### src/rtl/julia_pkg.sv
// Shared Julia/Mandelbrot frame constants and types.
// Solvers and the dispatcher agree on coordinate and index widths here.
package julia_pkg;

  localparam int FP_WIDTH      = 27;
  localparam int ROW_IDX_WIDTH = 9;
  localparam int COL_IDX_WIDTH = 10;
  localparam int NUM_ROWS      = 480;
  localparam int NUM_COLS      = 640;

  typedef logic [FP_WIDTH-1:0]      coord_t;
  typedef logic [ROW_IDX_WIDTH-1:0] row_idx_t;
  typedef logic [COL_IDX_WIDTH-1:0] col_idx_t;

  typedef enum logic {
    DISP_IDLE,
    DISP_RUN
  } disp_state_t;

endpackage

### src/rtl/rr_arbiter.sv
// Combinational round-robin pick: first request above ptr, wrapping.
// The pointer register is owned by the caller.
module rr_arbiter #(
  parameter int N  = 4,
  parameter int PW = (N > 1) ? $clog2(N) : 1
) (
  input  logic [N-1:0]  req,
  input  logic [PW-1:0] ptr,
  output logic [N-1:0]  grant,
  output logic [PW-1:0] idx,
  output logic          any
);

  logic [PW-1:0] k;
  logic          found;

  always_comb begin
    grant = '0;
    idx   = '0;
    found = 1'b0;
    k     = '0;
    for (int i = 1; i <= N; i++) begin
      k = PW'((int'(ptr) + i) % N);
      if (!found && req[k]) begin
        found    = 1'b1;
        grant[k] = 1'b1;
        idx      = k;
      end
    end
  end

  assign any = found;

endmodule

### src/rtl/row_dispatcher.sv
// Hands frame rows to a bank of row solvers, one grant per cycle,
// round-robin across solvers, stepping y by a fixed increment per row.
module row_dispatcher
  import julia_pkg::*;
#(
  parameter int NUM_SOLVERS = 4,
  parameter int NUM_ROWS    = julia_pkg::NUM_ROWS,
  parameter int FP_WIDTH    = julia_pkg::FP_WIDTH
) (
  input  logic                   solver_clk,
  input  logic                   reset,
  input  logic                   frame_start,
  input  logic [FP_WIDTH-1:0]    frame_x_reference,
  input  logic [FP_WIDTH-1:0]    frame_x_step,
  input  logic [FP_WIDTH-1:0]    frame_y_reference,
  input  logic [FP_WIDTH-1:0]    frame_y_step,
  input  logic [NUM_SOLVERS-1:0] start_request,
  output logic [NUM_SOLVERS-1:0] start_grant,
  output logic [FP_WIDTH-1:0]    row_x_reference,
  output logic [FP_WIDTH-1:0]    row_x_step,
  output logic [FP_WIDTH-1:0]    row_y,
  output logic [8:0]             row_y_idx,
  output logic                   frame_busy,
  output logic                   frame_dispatched
);

  localparam int PTR_W = (NUM_SOLVERS > 1) ? $clog2(NUM_SOLVERS) : 1;
  localparam row_idx_t LAST_ROW = row_idx_t'(NUM_ROWS - 1);

  disp_state_t state, state_n;

  logic [PTR_W-1:0]       rr_ptr;
  row_idx_t               row_idx;
  logic [FP_WIDTH-1:0]    y_acc;
  logic [FP_WIDTH-1:0]    x_ref_q;
  logic [FP_WIDTH-1:0]    x_step_q;
  logic [FP_WIDTH-1:0]    y_step_q;

  logic [NUM_SOLVERS-1:0] eligible;
  logic [NUM_SOLVERS-1:0] pick;
  logic [PTR_W-1:0]       pick_idx;
  logic                   pick_any;

  logic                   latch;
  logic                   issue;
  logic                   last;

  // A solver drops its request only after sampling its grant,
  // so the solver granted last cycle is masked out.
  assign eligible = start_request & ~start_grant;

  rr_arbiter #(
    .N  (NUM_SOLVERS),
    .PW (PTR_W)
  ) u_arb (
    .req   (eligible),
    .ptr   (rr_ptr),
    .grant (pick),
    .idx   (pick_idx),
    .any   (pick_any)
  );

  always_comb begin
    state_n = state;
    latch   = 1'b0;
    issue   = 1'b0;
    last    = 1'b0;
    unique case (state)
      DISP_IDLE: begin
        if (frame_start) begin
          latch   = 1'b1;
          state_n = DISP_RUN;
        end
      end
      DISP_RUN: begin
        if (pick_any) begin
          issue = 1'b1;
          if (row_idx == LAST_ROW) begin
            last    = 1'b1;
            state_n = DISP_IDLE;
          end
        end
      end
    endcase
  end

  always_ff @(posedge solver_clk or posedge reset) begin
    if (reset) begin
      state            <= DISP_IDLE;
      rr_ptr           <= PTR_W'(NUM_SOLVERS - 1);
      row_idx          <= '0;
      y_acc            <= '0;
      x_ref_q          <= '0;
      x_step_q         <= '0;
      y_step_q         <= '0;
      start_grant      <= '0;
      row_x_reference  <= '0;
      row_x_step       <= '0;
      row_y            <= '0;
      row_y_idx        <= '0;
      frame_busy       <= 1'b0;
      frame_dispatched <= 1'b0;
    end else begin
      state            <= state_n;
      start_grant      <= issue ? pick : '0;
      frame_dispatched <= last;
      if (latch) begin
        x_ref_q    <= frame_x_reference;
        x_step_q   <= frame_x_step;
        y_step_q   <= frame_y_step;
        y_acc      <= frame_y_reference;
        row_idx    <= '0;
        frame_busy <= 1'b1;
      end
      if (issue) begin
        row_x_reference <= x_ref_q;
        row_x_step      <= x_step_q;
        row_y           <= y_acc;
        row_y_idx       <= row_idx;
        rr_ptr          <= pick_idx;
        row_idx         <= row_idx + 1'b1;
        y_acc           <= y_acc + y_step_q;
        if (last) frame_busy <= 1'b0;
      end
    end
  end

endmodule

### config.mk
export PLATFORM = sky130hd
export DESIGN_NAME = row_dispatcher
export DESIGN_NICKNAME = d
export VERILOG_FILES = /design/src/rtl/julia_pkg.sv /design/src/rtl/rr_arbiter.sv /design/src/rtl/row_dispatcher.sv
export SDC_FILE = /design/constraint.sdc
export NUM_CORES = 1
export LEC_CHECK = 0
export ABC_AREA = 1
export BUFFER_PORTS_ARGS = -buffer_cell sky130_fd_sc_hd__buf_2
export CAP_MARGIN = 20
export CORE_ASPECT_RATIO = 0.9
export CORE_MARGIN = 1
export CORE_UTILIZATION = 49
export DETAILED_ROUTE_END_ITERATION = 16
export GPL_ROUTABILITY_DRIVEN = 0
export PLACE_DENSITY = 0.77
export REMOVE_ABC_BUFFERS = 1
export SLEW_MARGIN = 20
export SYNTH_ARGS = -nofsm -noshare
export SYNTH_HDL_FRONTEND = slang
export SYNTH_HIERARCHICAL = 1
export SYNTH_SLANG_ARGS = --single-unit
### constraint.sdc
create_clock -name solver_clk -period 9.05 [get_ports solver_clk]
set_input_delay 0.905 -clock solver_clk [delete_from_list [all_inputs] [get_ports solver_clk]]
set_output_delay 0.905 -clock solver_clk [all_outputs]
set_load 0.03 [all_outputs]
# Word-level counts from Yosys, hierarchy flattened
# Cells that the tools add are included.
dict set report classes {
  muxes 46
  magnitude_cmp 8
  addsub 6
  reduce_logical 11
  bitwise 6
  eq_ne 1
}
# cell n
set ops {}
lappend ops {{2-to-1 mux 27 bit} 2}
lappend ops {{adder 27 bit} 1}
lappend ops {{2-to-1 mux 1 bit} 24}
lappend ops {{2-to-1 mux 4 bit} 5}
lappend ops {{2-to-1 mux 9 bit} 2}
lappend ops {{less-than comparator 2 x 3 -> 1 bit (second input constant)} 4}
lappend ops {{OR 4 bit} 3}
lappend ops {{adder 9 x 1 -> 9 bit (second input constant)} 1}
lappend ops {{== test 9 bit (second input constant)} 1}
lappend ops {{binary-select mux 1 bit (select 2 bit)} 4}
lappend ops {{demux 1 bit (select 2 bit)} 4}
lappend ops {{greater-or-equal comparator 2 x 1 -> 1 bit (second input constant)} 4}
lappend ops {{2-to-1 mux 2 bit} 4}
lappend ops {{logical AND 1 bit} 7}
lappend ops {{adder 2 x 1 -> 2 bit (second input constant)} 2}
lappend ops {{adder 2 bit (second input constant)} 2}
lappend ops {{AND 4 bit} 1}
lappend ops {{NOT 4 bit} 1}
lappend ops {{logical NOT 1 bit} 3}
lappend ops {{case mux 1 bit (2 select lines)} 1}
lappend ops {{nonzero test 2 bit} 1}
lappend ops {{NOT 1 bit} 1}
dict set report totals {
  ff_bits 216
  output_inout_bits 96
}

# Depth between registers and ports, before layout
dict set report depth {
  word_depth 18
  ltp_mapped 15
  depth_no_buf 14
}

# Modules after synthesis
# The synthesis kept the hierarchy.
# mod instances area_each_um2 cells_each
set by_module_without_submodules {}
lappend by_module_without_submodules {row_dispatcher 1 10327.4 1344}
lappend by_module_without_submodules {rr_arbiter 1 457.9 74}

# Worst setup path before layout
# No wires, ideal clock.
dict set report synth_path {
  path_type {in2reg}
  from {input port start_request[2]}
  to {register row_x_reference[0]}
  arrival_ns 2.236
  t_required_ns 8.984
  path_buffers 2
  cell_stages 13
  setup_slack_ns 6.749
  path_cell_list {inv_1 -> nor2_1 -> inv_1 -> nand2_1 -> nand2_1 -> inv_1 -> nor2_2 -> nand4_1 -> nand2_1 -> buf_2 -> buf_1 -> nand2_1 -> nand2_1}
}
dict set report synth_via {
  elab_chain_cells 15
}
# element line
set synth_lines {}
lappend synth_lines {{start, declared} row_dispatcher.sv:17} ;# input logic [NUM_SOLVERS-1:0] start_request,
lappend synth_lines {{AND 4 bit (*)} row_dispatcher.sv:50} ;# assign eligible = start_request & ~start_grant;
lappend synth_lines {{via eligible[2]} row_dispatcher.sv:39} ;# logic [NUM_SOLVERS-1:0] eligible;
lappend synth_lines {{binary-select mux 1 bit (select 2 bit)} rr_arbiter.sv:24} ;# if (!found && req[k]) begin
lappend synth_lines {{2-to-1 mux 1 bit (not written as such)} rr_arbiter.sv:24}
lappend synth_lines {{2-to-1 mux 1 bit} rr_arbiter.sv:24}
lappend synth_lines {{logical NOT 1 bit} rr_arbiter.sv:24}
lappend synth_lines {{logical AND 1 bit} rr_arbiter.sv:24}
lappend synth_lines {{2-to-1 mux 1 bit} rr_arbiter.sv:24}
lappend synth_lines {{logical NOT 1 bit} rr_arbiter.sv:24}
lappend synth_lines {{logical AND 1 bit} rr_arbiter.sv:24}
lappend synth_lines {{2-to-1 mux 1 bit} rr_arbiter.sv:24}
lappend synth_lines {{logical NOT 1 bit} rr_arbiter.sv:24}
lappend synth_lines {{logical AND 1 bit} rr_arbiter.sv:24}
lappend synth_lines {{2-to-1 mux 1 bit (*)} rr_arbiter.sv:24}
lappend synth_lines {{via pick_any} row_dispatcher.sv:42} ;# logic pick_any;
lappend synth_lines {{2-to-1 mux 1 bit (*)} row_dispatcher.sv:76} ;# if (pick_any) begin
lappend synth_lines {{2-to-1 mux 1 bit (*)} row_dispatcher.sv:68} ;# unique case (state)
lappend synth_lines {{end signal, assigned} row_dispatcher.sv:116} ;# row_x_reference <= x_ref_q;
lappend synth_lines {{end, declared} row_dispatcher.sv:19} ;# output logic [FP_WIDTH-1:0] row_x_reference,
# Mark *: on every way through the listed nets, which the timed path passes. The rest lies on a longest branch. The select of a mux whose other input is x is not followed.
# A chain may end at the register's enable or synchronous reset.

# Final worst setup path
dict set report layout_path {
  from {register rr_ptr[0]}
  to {register row_idx[8]}
}
dict set report layout_via {
  elab_chain_cells 16
}
# element line
set layout_lines {}
lappend layout_lines {{start, declared} row_dispatcher.sv:32} ;# logic [PTR_W-1:0] rr_ptr;
lappend layout_lines {{start signal, assigned} row_dispatcher.sv:90} ;# rr_ptr <= PTR_W'(NUM_SOLVERS - 1);
lappend layout_lines {{start signal, assigned} row_dispatcher.sv:120} ;# rr_ptr <= pick_idx;
lappend layout_lines {{adder 2 x 1 -> 2 bit} rr_arbiter.sv:23} ;# k = PW'((int'(ptr) + i) % N);
lappend layout_lines {{binary-select mux 1 bit (select 2 bit)} rr_arbiter.sv:24}
lappend layout_lines {{2-to-1 mux 1 bit (not written as such)} rr_arbiter.sv:24}
lappend layout_lines {{2-to-1 mux 1 bit} rr_arbiter.sv:24}
lappend layout_lines {{logical NOT 1 bit} rr_arbiter.sv:24}
lappend layout_lines {{logical AND 1 bit} rr_arbiter.sv:24}
lappend layout_lines {{2-to-1 mux 1 bit} rr_arbiter.sv:24}
lappend layout_lines {{logical NOT 1 bit} rr_arbiter.sv:24}
lappend layout_lines {{logical AND 1 bit} rr_arbiter.sv:24}
lappend layout_lines {{2-to-1 mux 1 bit} rr_arbiter.sv:24}
lappend layout_lines {{logical NOT 1 bit} rr_arbiter.sv:24}
lappend layout_lines {{logical AND 1 bit} rr_arbiter.sv:24}
lappend layout_lines {{2-to-1 mux 1 bit (*)} rr_arbiter.sv:24}
lappend layout_lines {{via pick_any} row_dispatcher.sv:42}
lappend layout_lines {{2-to-1 mux 1 bit (*)} row_dispatcher.sv:76}
lappend layout_lines {{2-to-1 mux 1 bit (*)} row_dispatcher.sv:68}
lappend layout_lines {{2-to-1 mux 9 bit or nonzero test 2 bit (tied branches)} -}
lappend layout_lines {{end signal, assigned} row_dispatcher.sv:121} ;# row_idx <= row_idx + 1'b1;
lappend layout_lines {{end, declared} row_dispatcher.sv:33} ;# row_idx_t row_idx;
# Marked as above.

==> flow_metrics.env <==
export IMPL_first_pass_iters=7
export IMPL_fin_cells=1924
export IMPL_synthDistinctLibCells=39
export IMPL_switching_share_pct=44.6
export IMPL_synthMostInstantiatedCell="nand2_1"
export IMPL_holdCritPathClass="flop to flop"
export IMPL_yosysTopAreaCell="dfrtp_1"
export IMPL_tightest_slew_ns=0.919
export IMPL_fin_ws_ns=5.50
export IMPL_drt_iter0_drc=559
export IMPL_syn_to_final_growth_pct=20.0
export IMPL_rsz0062_at_grt="false"
export IMPL_p_clk_share_pct=23.0
export IMPL_fin_crit_ns=3.55
export IMPL_hold_depth=2
export IMPL_max_cap_violations=0
export IMPL_r2r_end="row_idx[8]$_DFFE_PP0P_"
export IMPL_dp_slack_ns=5.04
export IMPL_io_pins=211
export IMPL_cts_buffer_depth=3
export IMPL_start_util_pct=49.9
export IMPL_dp_cells=1876
export IMPL_track_usage_pct=24.4
export IMPL_worstPathRequired_ns=9.50
export IMPL_vias_per_cell=4.97
export IMPL_critPathArrivalTime_ns=4.00
export IMPL_stdcell_area_um2=12900
export IMPL_syn_inst=1418
export IMPL_clkSinkCount=216
export IMPL_vias=9560
export IMPL_htreeDepth=1
export IMPL_grt_start_max_net_pins=154
export IMPL_drive_gt1_share_pct=17.8
export IMPL_dieWidth_um=158
export IMPL_p_int_mw=2.60
export IMPL_post_dp_cell_area_um2=12000
export IMPL_synth_top_flop_cell="dfrtp_1"
export IMPL_seq_power_share_pct=31.7
export IMPL_fp_dieArea_um2=22600
export IMPL_setup_viol=0
export IMPL_endpoint_kind="flop"
export IMPL_ys_warnings_count=6
export IMPL_ys_ff_latch=216
export IMPL_drt_wl_total_mm=26.9
export IMPL_syn_avg_cell_area_um2=7.61
export IMPL_vdd_drop_max_mv=0.233
export IMPL_io_buffers=210
export IMPL_synth_yosys_seq_area_share_pct=50.1
export IMPL_post_cts_setup_buffers=0
export IMPL_regToRegSetupSlack_ns=5.50
export IMPL_grt_ovfl_total=0
export IMPL_synth_top_cells_by_area="dfrtp_1 (50%), nand2_1 (23%), inv_1 (6.1%), o21ai_0 (4.3%), ha_1 (4.1%)"
export IMPL_clk_latency_ns=0.54
export IMPL_crit_type="flop to flop"
export IMPL_leakage_nw=7.23
export IMPL_antenna_left=0
export IMPL_path_clk_slew_ns=0.06
export IMPL_cts_tree="yes"
export IMPL_startpoint_type="flop"
export IMPL_antenna_found_initial=2
export IMPL_drc=0
export IMPL_hold_violations=0
export IMPL_powerDensity_nw_per_um2=363
export IMPL_status="finished, final reports clean"
export IMPL_grt_pass1_vias=9047
export IMPL_async_flop_share_pct=100
export IMPL_clock_skew_ns=0.0152
export IMPL_synth_edf_count=0
export IMPL_max_clock_freq_ghz=0.282
export IMPL_switching_power_mw=2.10
export IMPL_slew_headroom_pct=38.8
export IMPL_ctsResizeCount=0
export IMPL_coreArea_um2=21600
export IMPL_cts_root_buf="clkbuf_16"
export IMPL_netlist_area_um2=10800
export IMPL_r2r_start="rr_ptr[0]$_DFFE_PP1P_"
export IMPL_r2r_cells=12
export IMPL_hold_start="x_ref_q[8]$_DFFE_PP0P_"
export IMPL_p_comb_share_pct=45.3
export IMPL_fin_setup_tns_ns=0
export IMPL_hold_path_end="row_x_reference[8]$_DFFE_PP0P_"
export IMPL_min_period_over_period_pct=39.2
export IMPL_nNetsFinal=1763
export IMPL_slew_viol_final=0
export IMPL_cts_buffers=25
export IMPL_hpwl_mm=18.1
export IMPL_netlist_area_leader_share_pct=49.7
export IMPL_die_y_um=143
export IMPL_grt_pass1_wl_mm=44.0
export IMPL_drt_wirelength_per_cell_um=14.0
export IMPL_num_rows=51
export IMPL_yosys_top_cells_count="nand2_1 (647), dfrtp_1 (214), inv_1 (175), o21ai_0 (93), nand3_1 (59)"
export IMPL_cts_hold_buf=0
export IMPL_cp_max_fo=72
[state kept, by name, summed over array words and instances, names as in the netlist]
signal            count
x_step_q             27
rr_ptr                2
row_y_idx             9
y_acc                27
x_ref_q              27
y_step_q             27
row_x_step           27
row_y                27
row_idx               9
frame_busy            1
frame_dispatched      1
start_grant           4
state                 1
row_x_reference      27
[cell families after synthesis]
group,after synthesis,share of synthesized area [%]
AOI/OAI and AO/OA,141,7.10
and+or+nand+nor,790,29.6
xor gates and xnor gates,7,0.568
DFF,216,50.1
muxes,1,0.0928
buffers and inverters,227,8.25
adders and majority gates,36,4.25
[power by group through the flow]
| stage | registers (mW) | logic (mW) | clock network, mW |
|---|---|---|---|
| after CTS | 1.49 | 2.13 | 1.10 |
| after floorplan | 1.83 | 1.20 | 0 |
| after global placement | 1.49 | 2.07 | 0 |
| final | 1.49 | 2.13 | 1.08 |
| after global routing | 1.53 | 2.39 | 1.13 |
| after detailed placement | 1.50 | 2.12 | 0 |
[layer usage]
metal | routed length (um) | global-route usage, % | share of wire, %
met5 | 10 | 0 | 0.037
met2 | 12000 | 38.8 | 45
met1 | 12100 | 33.2 | 45
met4 | 524 | 5.62 | 2.0
met3 | 2200 | 6.43 | 8.2
[worst max-delay path, cell delays in order (launching register included)]
cell     delay, ns
dfstp_2       0.65
inv_2         0.14
nand2_1       0.13
nand2_1       0.08
inv_1         0.07
nor2_2        0.07
nand4_1       0.15
nand2_4       0.41
inv_2         0.57
buf_4         0.56
nand4_1       0.22
nor2_1        0.17
mux2i_1       0.19
[per-stage QoR]
step,util (%),total power [mW],hold slack [ns]
6_report,59.8,4.70,0.468
5_1_grt,59.8,5.05,0.478
4_1_cts,59.8,4.72,0.468
3_5_place_dp,55.6,3.61,0.453
3_3_place_gp,55.6,3.56,0.447
2_1_floorplan,-,3.04,0.442
[cell usage in the layout, fill, tap and decap left out, types with 5 or more instances in the layout]
master / n
buf_2: 210
o21ai_0: 93
clkbuf_8: 5
clkbuf_1: 5
dfrtp_1: 214
clkbuf_16: 25
buf_4: 5
nand2_2: 9
a21oi_1: 24
nand4_1: 15
nand3_1: 59
nor2_1: 41
o211ai_1: 7
nand2_1: 645
inv_1: 173
ha_1: 35
nor2_2: 6
clkinv_2: 5
[worst max-delay path by stage]
| stage | from | endpoint | slack (ns) |
|---|---|---|---|
| 6_report | rr_ptr[0]$_DFFE_PP1P_ | row_idx[8]$_DFFE_PP0P_ | 5.50 |
| 5_1_grt | rr_ptr[0]$_DFFE_PP1P_ | row_idx[8]$_DFFE_PP0P_ | 5.21 |
| 4_1_cts | rr_ptr[0]$_DFFE_PP1P_ | row_idx[5]$_DFFE_PP0P_ | 5.42 |
| 3_5_place_dp | start_request[3] | row_idx[8]$_DFFE_PP0P_ | 5.04 |
| 3_3_place_gp | start_request[3] | row_idx[8]$_DFFE_PP0P_ | 5.14 |
| 2_1_floorplan | reset | frame_busy$_DFF_PP0_ | 2.24 |
[cell type report]
cell class	instances	area, um^2
antenna	2	5.00
clock buffer	35	713
clock inverter	11	176
fill	1959	8690
inverter	179	687
multi-input combinational	975	4500
sequential	216	5410
tap	291	364
timing repair buffer	215	1090
Power figures use the tool's default switching activity.
